==> src/rtl/instr_encoder.sv <==
// RV32I instruction word assembler with a valid/ready stream, an output register and a skid buffer.
// Optional immediate range checking is enabled by defining INSTR_ENC_RANGE_CHECK_EN.
module instr_encoder #(
  parameter int CNT_W = 16
) (
  input  logic             i_Clk,
  input  logic             i_Rst,
  input  logic             i_Valid,
  output logic             o_Ready,
  input  logic [2:0]       i_Format,
  input  logic [6:0]       i_Opcode,
  input  logic [4:0]       i_Rd,
  input  logic [4:0]       i_Rs1,
  input  logic [4:0]       i_Rs2,
  input  logic [2:0]       i_Funct3,
  input  logic [6:0]       i_Funct7,
  input  logic [31:0]      i_Imm,
  output logic             o_Valid,
  input  logic             i_Ready,
  output logic [31:0]      o_Instruction,
  output logic             o_Err,
  output logic [CNT_W-1:0] o_Count
);

  typedef enum logic [1:0] {
    ST_EMPTY,
    ST_ONE,
    ST_FULL
  } state_e;

  state_e           state_q, state_d;
  logic             ready_q, ready_d;
  logic             valid_q, valid_d;
  logic [31:0]      out_word_q, out_word_d;
  logic             out_err_q, out_err_d;
  logic [31:0]      skid_word_q, skid_word_d;
  logic             skid_err_q, skid_err_d;
  logic [CNT_W-1:0] count_q, count_d;

  logic [31:0]      enc_word;
  logic             enc_err;
  logic             accept;
  logic             handoff;

`ifdef INSTR_ENC_RANGE_CHECK_EN
  logic signed [31:0] imm_s;
  assign imm_s = i_Imm;
`else
  logic unused_imm0;
  assign unused_imm0 = i_Imm[0];
`endif

  always_comb begin
    enc_word = '0;
    enc_err  = 1'b0;
    case (i_Format)
      3'd0: enc_word = {i_Funct7, i_Rs2, i_Rs1, i_Funct3, i_Rd, i_Opcode};
      3'd1: enc_word = {i_Imm[11:0], i_Rs1, i_Funct3, i_Rd, i_Opcode};
      3'd2: enc_word = {i_Imm[11:5], i_Rs2, i_Rs1, i_Funct3, i_Imm[4:0], i_Opcode};
      3'd3: enc_word = {i_Imm[12], i_Imm[10:5], i_Rs2, i_Rs1, i_Funct3,
                        i_Imm[4:1], i_Imm[11], i_Opcode};
      3'd4: enc_word = {i_Imm[31:12], i_Rd, i_Opcode};
      3'd5: enc_word = {i_Imm[20], i_Imm[10:1], i_Imm[11], i_Imm[19:12], i_Rd, i_Opcode};
      default: begin
        enc_word = '0;
        enc_err  = 1'b1;
      end
    endcase
`ifdef INSTR_ENC_RANGE_CHECK_EN
    // The word is still built from the truncated bits; only the flag reports the overflow.
    case (i_Format)
      3'd1, 3'd2: if (imm_s < -32'sd2048 || imm_s > 32'sd2047) enc_err = 1'b1;
      3'd3: if (imm_s < -32'sd4096 || imm_s > 32'sd4094 || i_Imm[0]) enc_err = 1'b1;
      3'd4: if (i_Imm[11:0] != 12'h000) enc_err = 1'b1;
      3'd5: if (imm_s < -32'sd1048576 || imm_s > 32'sd1048574 || i_Imm[0]) enc_err = 1'b1;
      default: ;
    endcase
`endif
  end

  assign accept  = i_Valid && ready_q;
  assign handoff = valid_q && i_Ready;

  always_comb begin
    state_d     = state_q;
    out_word_d  = out_word_q;
    out_err_d   = out_err_q;
    skid_word_d = skid_word_q;
    skid_err_d  = skid_err_q;
    count_d     = count_q;
    case (state_q)
      ST_EMPTY: begin
        if (accept) begin
          out_word_d = enc_word;
          out_err_d  = enc_err;
          state_d    = ST_ONE;
        end
      end
      ST_ONE: begin
        if (accept && handoff) begin
          out_word_d = enc_word;
          out_err_d  = enc_err;
        end else if (handoff) begin
          state_d = ST_EMPTY;
        end else if (accept) begin
          skid_word_d = enc_word;
          skid_err_d  = enc_err;
          state_d     = ST_FULL;
        end
      end
      ST_FULL: begin
        if (handoff) begin
          out_word_d = skid_word_q;
          out_err_d  = skid_err_q;
          state_d    = ST_ONE;
        end
      end
      default: state_d = ST_EMPTY;
    endcase
    if (handoff) count_d = count_q + CNT_W'(1);
    valid_d = (state_d != ST_EMPTY);
    ready_d = (state_d != ST_FULL);
  end

  always_ff @(posedge i_Clk) begin
    if (i_Rst) begin
      state_q     <= ST_EMPTY;
      ready_q     <= 1'b1;
      valid_q     <= 1'b0;
      out_word_q  <= '0;
      out_err_q   <= 1'b0;
      skid_word_q <= '0;
      skid_err_q  <= 1'b0;
      count_q     <= '0;
    end else begin
      state_q     <= state_d;
      ready_q     <= ready_d;
      valid_q     <= valid_d;
      out_word_q  <= out_word_d;
      out_err_q   <= out_err_d;
      skid_word_q <= skid_word_d;
      skid_err_q  <= skid_err_d;
      count_q     <= count_d;
    end
  end

  // ready_q is primed to 1 during reset so it is valid the first cycle after; mask it while reset is held.
  assign o_Ready       = ready_q && !i_Rst;
  assign o_Valid       = valid_q;
  assign o_Instruction = out_word_q;
  assign o_Err         = out_err_q;
  assign o_Count       = count_q;

endmodule

==> config.mk <==
export PLATFORM = sky130hd
export DESIGN_NAME = instr_encoder
export DESIGN_NICKNAME = d
export VERILOG_FILES = /design/src/rtl/instr_encoder.sv
export SDC_FILE = /design/constraint.sdc
export NUM_CORES = 1
export LEC_CHECK = 0
export ABC_AREA = 1
export BUFFER_PORTS_ARGS = -buffer_cell sky130_fd_sc_hd__buf_2
export CAP_MARGIN = 20
export CORE_AREA = 2 2 87 98
export CTS_CLUSTER_SIZE = 14
export DETAILED_ROUTE_END_ITERATION = 12
export DIE_AREA = 0 0 89 100
export GPL_TIMING_DRIVEN = 0
export PLACE_DENSITY = 0.78
export SYNTH_ARGS = -nofsm -noshare
export SYNTH_HDL_FRONTEND = slang
export SYNTH_SLANG_ARGS = --single-unit
==> constraint.sdc <==
create_clock -name i_Clk -period 1.45 [get_ports i_Clk]
set_input_delay 0.3625 -clock i_Clk [delete_from_list [all_inputs] [get_ports i_Clk]]
set_output_delay 0.3625 -clock i_Clk [all_outputs]
set_load 0.005 [all_outputs]
Yosys cells after proc, flatten, opt, wreduce, memory -nomap -nowiden
Index checks and enable logic that the tools add are counted.

word-level totals
  flip-flop bits (word level) = 86
  bits in latches = 0
  memory bits (writable) = 0
  bits in read-only memories = 0
  input port bits = 71
  output and inout bits = 51
  logic and storage cells = 50
  memories kept = 0

operators by class
  add/subtract/negate cells = 1
  multipliers = 0
  div/mod/pow operators = 0
  magnitude comparators = 0
  eq/ne operators = 11
  shifts and indexed selects = 0
  muxes and demuxes = 16
  bitwise gates (word level) = 2
  reductions and logical operators = 12

operators with widths
  cell                                                              count
  32-bit case mux with 6 select lines                               1
  32-bit two-way mux                                                3
  32-bit case mux with 3 select lines                               1
  16-bit by 1-bit adder with 16-bit output (second input constant)  1
  2-bit two-way mux                                                 5
  2-bit != test (second input constant)                             4
  4-bit AND reduction                                               2
  3-bit by 2-bit == test with 1-bit output (second input constant)  2
  3-bit == test (second input constant)                             2
  2-bit case mux with 3 select lines                                1
  6-bit OR reduction                                                1
  1-bit logical AND                                                 4
  1-bit two-way mux                                                 4
  3-bit by 1-bit == test with 1-bit output (second input constant)  1
  3-bit zero test                                                   1
  1-bit case mux with 3 select lines                                1
  3-bit nonzero test                                                1
  2-bit by 1-bit == test with 1-bit output (second input constant)  1
  2-bit == test (second input constant)                             1
  2-bit zero test                                                   1
  1-bit NOT                                                         2
  2-bit nonzero test                                                1
  1-bit zero test                                                   1

Longest topological paths before layout
Gate-level depths: netlist of the first run.

  depth in word-level cells = 6
  depth in mapped cells = 9
  depth with buffers taken out = 8

Least setup slack after synthesis of the first run
OpenSTA, ideal clock, no wires.

  path kind = input -> register
  from = input i_Format[0]
  to = register out_word_q[20], in the netlist o_Instruction[20]
  setup time = 0.120 ns
  arrival time = 1.231 ns
  data required time = 1.330 ns
  setup slack = 0.100 ns
  cell stages on the path = 8
  path buffers = 1
  cells stage by stage = buf_2 inv_1 nor2_1 nor2_1 nand2_1 nand2_1 o21ai_0 a21oi_1

on the way
  longest elaborated chain between the ends = 4
  elaborated cells between the ends (all ways) = 10
  classes of those cells = eq/ne (5); mux (4); reduce/logical (1)

ends and longest elaborated chain
  element                                      line     text
  start, declared                              10       input logic [2:0] i_Format,
  3-bit == test, or another cell as far along  56       case (i_Format)
  32-bit case mux with 6 select lines *        56
  32-bit two-way mux (on tied branches)        100, 93
  32-bit case mux with 3 select lines *        91       case (state_q)
  end signal, assigned                         139      out_word_q <= out_word_d;
  end, declared                                34       logic [31:0] out_word_q, out_word_d;

Mark *: on every way between the ends. The rest lies on a longest branch, timed or not. The select of a mux whose other input is x is not followed.
A chain may end at the register's enable or synchronous reset.

Final worst setup path of the first run
  from = register count_q[1], in the netlist o_Count[1]
  to = register count_q[6], in the netlist o_Count[6]

on the way
  longest elaborated chain between the ends = 1

ends and longest elaborated chain
  element                                   line  text
  start, declared                           38    logic [CNT_W-1:0] count_q, count_d;
  start signal, assigned                    143   count_q <= count_d;
  16-bit by 1-bit adder with 16-bit output  120   if (handoff) count_d = count_q + CNT_W'(1);

No other way between the ends.

==> flow_summary.json, run 1 <==
{
  "status": "finished clean",
  "dieWidth_um": 89,
  "setup_viol": 0,
  "arrival_ps": 1690,
  "place_hpwl_mm": 8.58,
  "yosysMostFrequentCell": "nand2_1",
  "finalHoldViolCount": 0,
  "required_ps": 1740,
  "cts_max_level": 3,
  "r2r_cells": 7,
  "cts_buffer_depth": 2,
  "initial_core_util_pct": 49.0,
  "cts_sinks": 86,
  "slew_violations": 0,
  "syn_avg_cell_area_um2": 6.92,
  "core_um2": 8060,
  "clk_latency_ps": 360,
  "gp_congestion": 0.916,
  "syn_nets": 642,
  "min_path_type": "primary input to flip-flop",
  "vias_per_cell": 5.36,
  "p_total_mw": 5.71,
  "min_period_ps": 1400,
  "netlist_top_cells_count": "nand2_1, dfxtp_1, o21ai_0, nor2_1, a21oi_1",
  "rows": 35,
  "grt_max_degree": 15,
  "die-area_um2": 8900,
  "area_growth_pct": 28.7,
  "max_freq_ghz": 0.715,
  "drt_iter0_drc": 258,
  "cts.reportedPaths.clkPinSlew_ps": 90,
  "antenna_found_initial": 0,
  "cap_violations": 0,
  "synth_cell_types": 28,
  "yosys.area.top_type": "dfxtp_1",
  "synthFlopType": "dfxtp_1",
  "critPathSlowestCell": "dfxtp_4",
  "ys_seq_area_share_pct": 43.6,
  "end_kind": "flip-flop",
  "io_buffers": 119,
  "cts_buffers": 9,
  "relSlewSlack_pct": 63.2,
  "wirelength_mm": 11.8,
  "wire_per_inst_um": 14.4,
  "worst_path_most_repeated_cell": "o21ai_0",
  "power.leakage_nw": 2.37,
  "cp-start-kind": "flip-flop",
  "root_buffer": "clkbuf_8",
  "fin_crit_sh_pct": 96.5,
  "rsz0062_at_grt": "yes",
  "placed_area_um2": 4680,
  "nNetsFinal": 776,
  "synth_cells": 570,
  "synth_area_leaders": "dfxtp_1, nand2_1, o21ai_0, a21oi_1, nor2_1",
  "ant_nets": 0,
  "ios": 122,
  "grt_pass1_wl_mm": 19.1,
  "p_per_area_nw_per_um2": 1130,
  "fin_area_um2": 5080,
  "drc": 0,
  "first_pass_iters": 5,
  "vdd_drop_max_v": 0.000532,
  "synthArstFlopShare_pct": 0,
  "via_count": 4397,
  "path_max_fanout": 5,
  "synth_area_um2": 3950,
  "path_class": "flip-flop to flip-flop",
  "worst_pin_slew_ps": 552,
  "cts_tree": "yes",
  "grt_pass1_vias": 4097,
  "track_usage_pct": 26.7,
  "antennaDiodeCount": 0,
  "min_path_cells": 3,
  "die_height_um": 100,
  "cp_top_family": "simple AND/OR/NAND/NOR gates",
  "worstSetupPathDepth": 7,
  "ys_ff_latch": 86,
  "grt-ovfl-total": 0,
  "synth_edf_count": 0,
  "clock_skew_ps": 8.50,
  "cp_cell_sequence": "ha_2 > inv_1 > nor3_4 > nand2_1 > o21ai_0 > o21ai_0 > nor2_1",
  "max_stage_delay_ps": 380,
  "yosysWarningCount": 0,
  "cp_num_buf_inv": 1,
  "final_layout_size_suffix_gt1_share_pct": 27.6,
  "synth_top_area_share_pct": 43.6
}
[report_power, final]
| group | switching [mW] | internal (mW) | total, mW |
|---|---|---|---|
| registers | 0.125 | 2.58 | 2.71 |
| clock network | 0.872 | 1.02 | 1.89 |
| logic | 0.664 | 0.451 | 1.11 |
| total | 1.66 | 4.05 | 5.71 |
[through the flow]
step                utilization, %  std cells  TNS (ps)  setup slack, ps  hold slack, ps
global placement              58.1        800     -9960             -229             450
global route                  63.0        820      -162            -64.2             284
CTS                           61.6        818         0             18.1             270
detailed placement            58.1        800    -11840             -250             461
finish                        63.0        820         0             50.9             263
floorplan                        -        570         0             99.7             441
[area by class of cell]
type | instances | area [um2]
clock buffer | 11 | 141
inverter | 36 | 135
tap | 111 | 139
clock inverter | 5 | 82.6
buffer | 35 | 203
timing repair buffer | 122 | 618
multi-input combinational | 414 | 2020
fill | 747 | 2980
sequential | 86 | 1730
[routing by layer]
metal / vias up / track usage [%] / routed length [um]
met1: 2035 / 33.2 / 4880
li1: 2182 / - / -
met4: 0 / 7.92 / 188
met2: 158 / 47.1 / 6070
met5: - / 0 / 0
met3: 22 / 4.11 / 689
[cell usage in the layout, fill, tap and decap left out, types with 3 or more instances in the layout]
master,count
nor3_1,6
inv_1,30
a21oi_1,59
clkinvlp_4,3
nor2_1,63
nor2_2,3
dfxtp_1,80
a22oi_1,7
clkbuf_1,10
o21ai_0,80
clkbuf_2,7
clkbuf_8,10
inv_2,6
nor2_4,4
nand2_1,120
nand4_1,5
buf_4,10
a31oi_1,10
buf_2,127
dfxtp_2,4
buf_6,3
nand3_1,30
a211oi_1,5
[cell families after synthesis]
| group | count (synthesis) | synth area share (%) |
|---|---|---|
| buffers and inverters | 71 | 7.39 |
| flip-flops | 86 | 43.6 |
| adder cells (fa/ha/maj) | 1 | 0.317 |
| AND/OR/NAND/NOR | 243 | 25.6 |
| XOR/XNOR | 1 | 0.222 |
| AO/OA/AOI/OAI | 168 | 22.9 |
[worst min-delay path: stages]
cell and delay [ps]:
buf_2 90, a21oi_1 50, nor2_1 80
[registers in the layout, indices dropped and copies added (netlist names)]
name,cells
state_q,2
o_Err,1
skid_word_q,32
o_Instruction,32
o_Valid,1
o_Count,16
skid_err_q,1
ready_q,1
[what timing repair did]
| item | 4_1_cts | 5_1_grt |
|---|---|---|
| buffers inserted | 1 | 2 |
| resized for setup | 18 | 47 |
| cloned | 1 | 0 |
| setup endpoints to repair | 59 | 67 |
| pin swaps | 1 | 5 |
| hold buffers | 0 | 0 |
[final timing paths]
| check | from | to | slack [ps] |
|---|---|---|---|
| setup / recovery | o_Count[1] | o_Count[6] | 50 |
| hold / removal | i_Opcode[6] | skid_word_q[6] | 260 |
| hold reg to reg | skid_word_q[5] | skid_word_q[5] | 470 |
| setup reg to reg | o_Count[1] | o_Count[6] | 50 |
Power figures use the tool's default switching activity.
==> run 2, diff against run 1 <==
--- a/config.mk
+++ b/config.mk
@@ -8,12 +8,14 @@
 export ABC_AREA = 1
 export BUFFER_PORTS_ARGS = -buffer_cell sky130_fd_sc_hd__buf_2
 export CAP_MARGIN = 20
-export CORE_AREA = 2 2 87 98
+export CELL_PAD_IN_SITES_DETAIL_PLACEMENT = 1
+export CELL_PAD_IN_SITES_GLOBAL_PLACEMENT = 2
+export CORE_AREA = 2 2 119 132
 export CTS_CLUSTER_SIZE = 14
 export DETAILED_ROUTE_END_ITERATION = 12
-export DIE_AREA = 0 0 89 100
+export DIE_AREA = 0 0 121 134
 export GPL_TIMING_DRIVEN = 0
-export PLACE_DENSITY = 0.78
+export PLACE_DENSITY_LB_ADDON = 0.1
 export SYNTH_ARGS = -nofsm -noshare
 export SYNTH_HDL_FRONTEND = slang
 export SYNTH_SLANG_ARGS = --single-unit
==> flow_summary.json, run 2 (synthesized netlist as in run 1, its figures left out) <==
{
  "max_freq_ghz": 0.727,
  "die-area_um2": 16200,
  "grt-ovfl-total": 0,
  "root_buffer": "clkbuf_16",
  "worst_pin_slew_ps": 595,
  "first_pass_iters": 4,
  "setup_viol": 0,
  "drc": 0,
  "rsz0062_at_grt": "yes",
  "cts_tree": "yes",
  "clock_skew_ps": 9.47,
  "die_height_um": 134,
  "gp_congestion": 0.777,
  "p_total_mw": 6.47,
  "fillers": 1918,
  "drt_iter0_drc": 147,
  "cts_buffer_depth": 2,
  "cts.reportedPaths.clkPinSlew_ps": 60,
  "wirelength_mm": 14.9,
  "final_cell_mix": "buf_2, nand2_1, o21ai_0, dfxtp_1, nor2_1",
  "grt_pass1_wl_mm": 23.5,
  "area_growth_pct": 38.0,
  "cts_max_level": 3,
  "cp_num_buf_inv": 1,
  "cp_cell_sequence": "ha_4 > nand2_2 > nor2_2 > nand3_2 > nor2_4 > buf_6 > xor2_1 > nor2_1",
  "grt_max_degree": 14,
  "path_class": "flip-flop to flip-flop",
  "ios": 122,
  "dieWidth_um": 121,
  "cp-start-kind": "flip-flop",
  "cap_violations": 0,
  "cts_sinks": 86,
  "path_max_fanout": 5,
  "min_period_ps": 1380,
  "required_ps": 1680,
  "relSlewSlack_pct": 60.3,
  "track_usage_pct": 18.7,
  "cts_buffers": 9,
  "min_path_type": "primary input to flip-flop",
  "wire_per_inst_um": 16.3,
  "grt_pass1_vias": 4494,
  "via_count": 4388,
  "vias_per_cell": 4.80,
  "vdd_drop_max_v": 0.000552,
  "power.leakage_nw": 2.50,
  "io_buffers": 119,
  "clk_latency_ps": 350,
  "slew_violations": 0,
  "critPathSlowestCell": "dfxtp_4",
  "fin_setup_tns_ps": 0,
  "postLayoutCoreUtil_pct": 36.6,
  "rows": 47,
  "antennaDiodeCount": 0,
  "status": "finished clean",
  "final_layout_size_suffix_gt1_share_pct": 31.1,
  "cp_top_family": "simple AND/OR/NAND/NOR gates",
  "end_kind": "flip-flop",
  "antenna_found_initial": 0,
  "nNetsFinal": 785,
  "fin_crit_sh_pct": 94.9,
  "core_um2": 14900,
  "ant_nets": 0,
  "place_hpwl_mm": 11.1,
  "finalHoldViolCount": 0,
  "final_common_cell": "buf_2",
  "arrival_ps": 1610,
  "initial_core_util_pct": 26.5,
  "max_stage_delay_ps": 370,
  "p_per_area_nw_per_um2": 1190
}
## run 2: cell count changes in the layout (fill, tap and decap cells not counted), sizes merged
cell / previous run / this run
a21oi: 62 / 61
buf: 140 / 149
clkinvlp: 3 / 0
clkinv: 0 / 2
clkbuf: 28 / 30
## run 2: timing repair
item,CTS,global route
hold endpoints to repair,0,0
gates resized for setup,28,63
gates cloned,0,0
pin swaps,2,6
endpoints found under the setup margin,77,73
hold buffers,0,0
buffers inserted,6,8
## run 2: where the power goes
group | leakage [nW] | internal, mW | switching (mW)
Sequential | 0.707 | 2.59 | 0.123
Combinational | 1.64 | 0.525 | 0.722
Clock | 0.157 | 1.55 | 0.959
## run 2: layout make-up
type | count | area [um2] | area share, %
multi-input cells | 413 | 2060 | 37.8
flip-flops and latches | 86 | 1740 | 32.0
repair buffers | 133 | 717 | 13.2
clock buffers | 12 | 246 | 4.53
well taps | 196 | 245 | 4.51
plain buffers | 34 | 233 | 4.28
inverters | 36 | 135 | 2.48
clock inverters | 4 | 70.1 | 1.29
## run 2: worst paths after layout
path                      to  cells after the start             from  slack [ps]
max               o_Count[8]                      8       o_Count[1]          70
min           skid_word_q[1]                      3      i_Opcode[1]         290
max reg2reg       o_Count[8]                      8       o_Count[1]          70
min reg2reg  skid_word_q[19]                      2  skid_word_q[19]         470
## run 2: worst register-to-register path: stages (launching register included)
cell     delay [ps]
dfxtp_4         370
ha_4            140
nand2_2          50
nor2_2          110
nand3_2          90
nor2_4          190
buf_6           120
xor2_1          130
nor2_1           50
## run 2: metal layers
layer,part of all wire (%),vias up,GRT usage (%)
li1,-,2192,-
met1,44,2078,22.3
met2,50,99,33.3
met3,3.5,19,2.59
met4,2.1,0,8.14
met5,0,-,0
## run 2: through the flow
stage,setup WS (ps),hold slack (ps),cell area (um2),cells
3_3_place_gp,-404,453,4790,885
2_1_floorplan,99.7,441,3950,570
5_1_grt,-29.0,303,5440,914
4_1_cts,2.04,280,5230,907
3_5_place_dp,-436,460,4790,885
6_report,74.2,288,5440,914
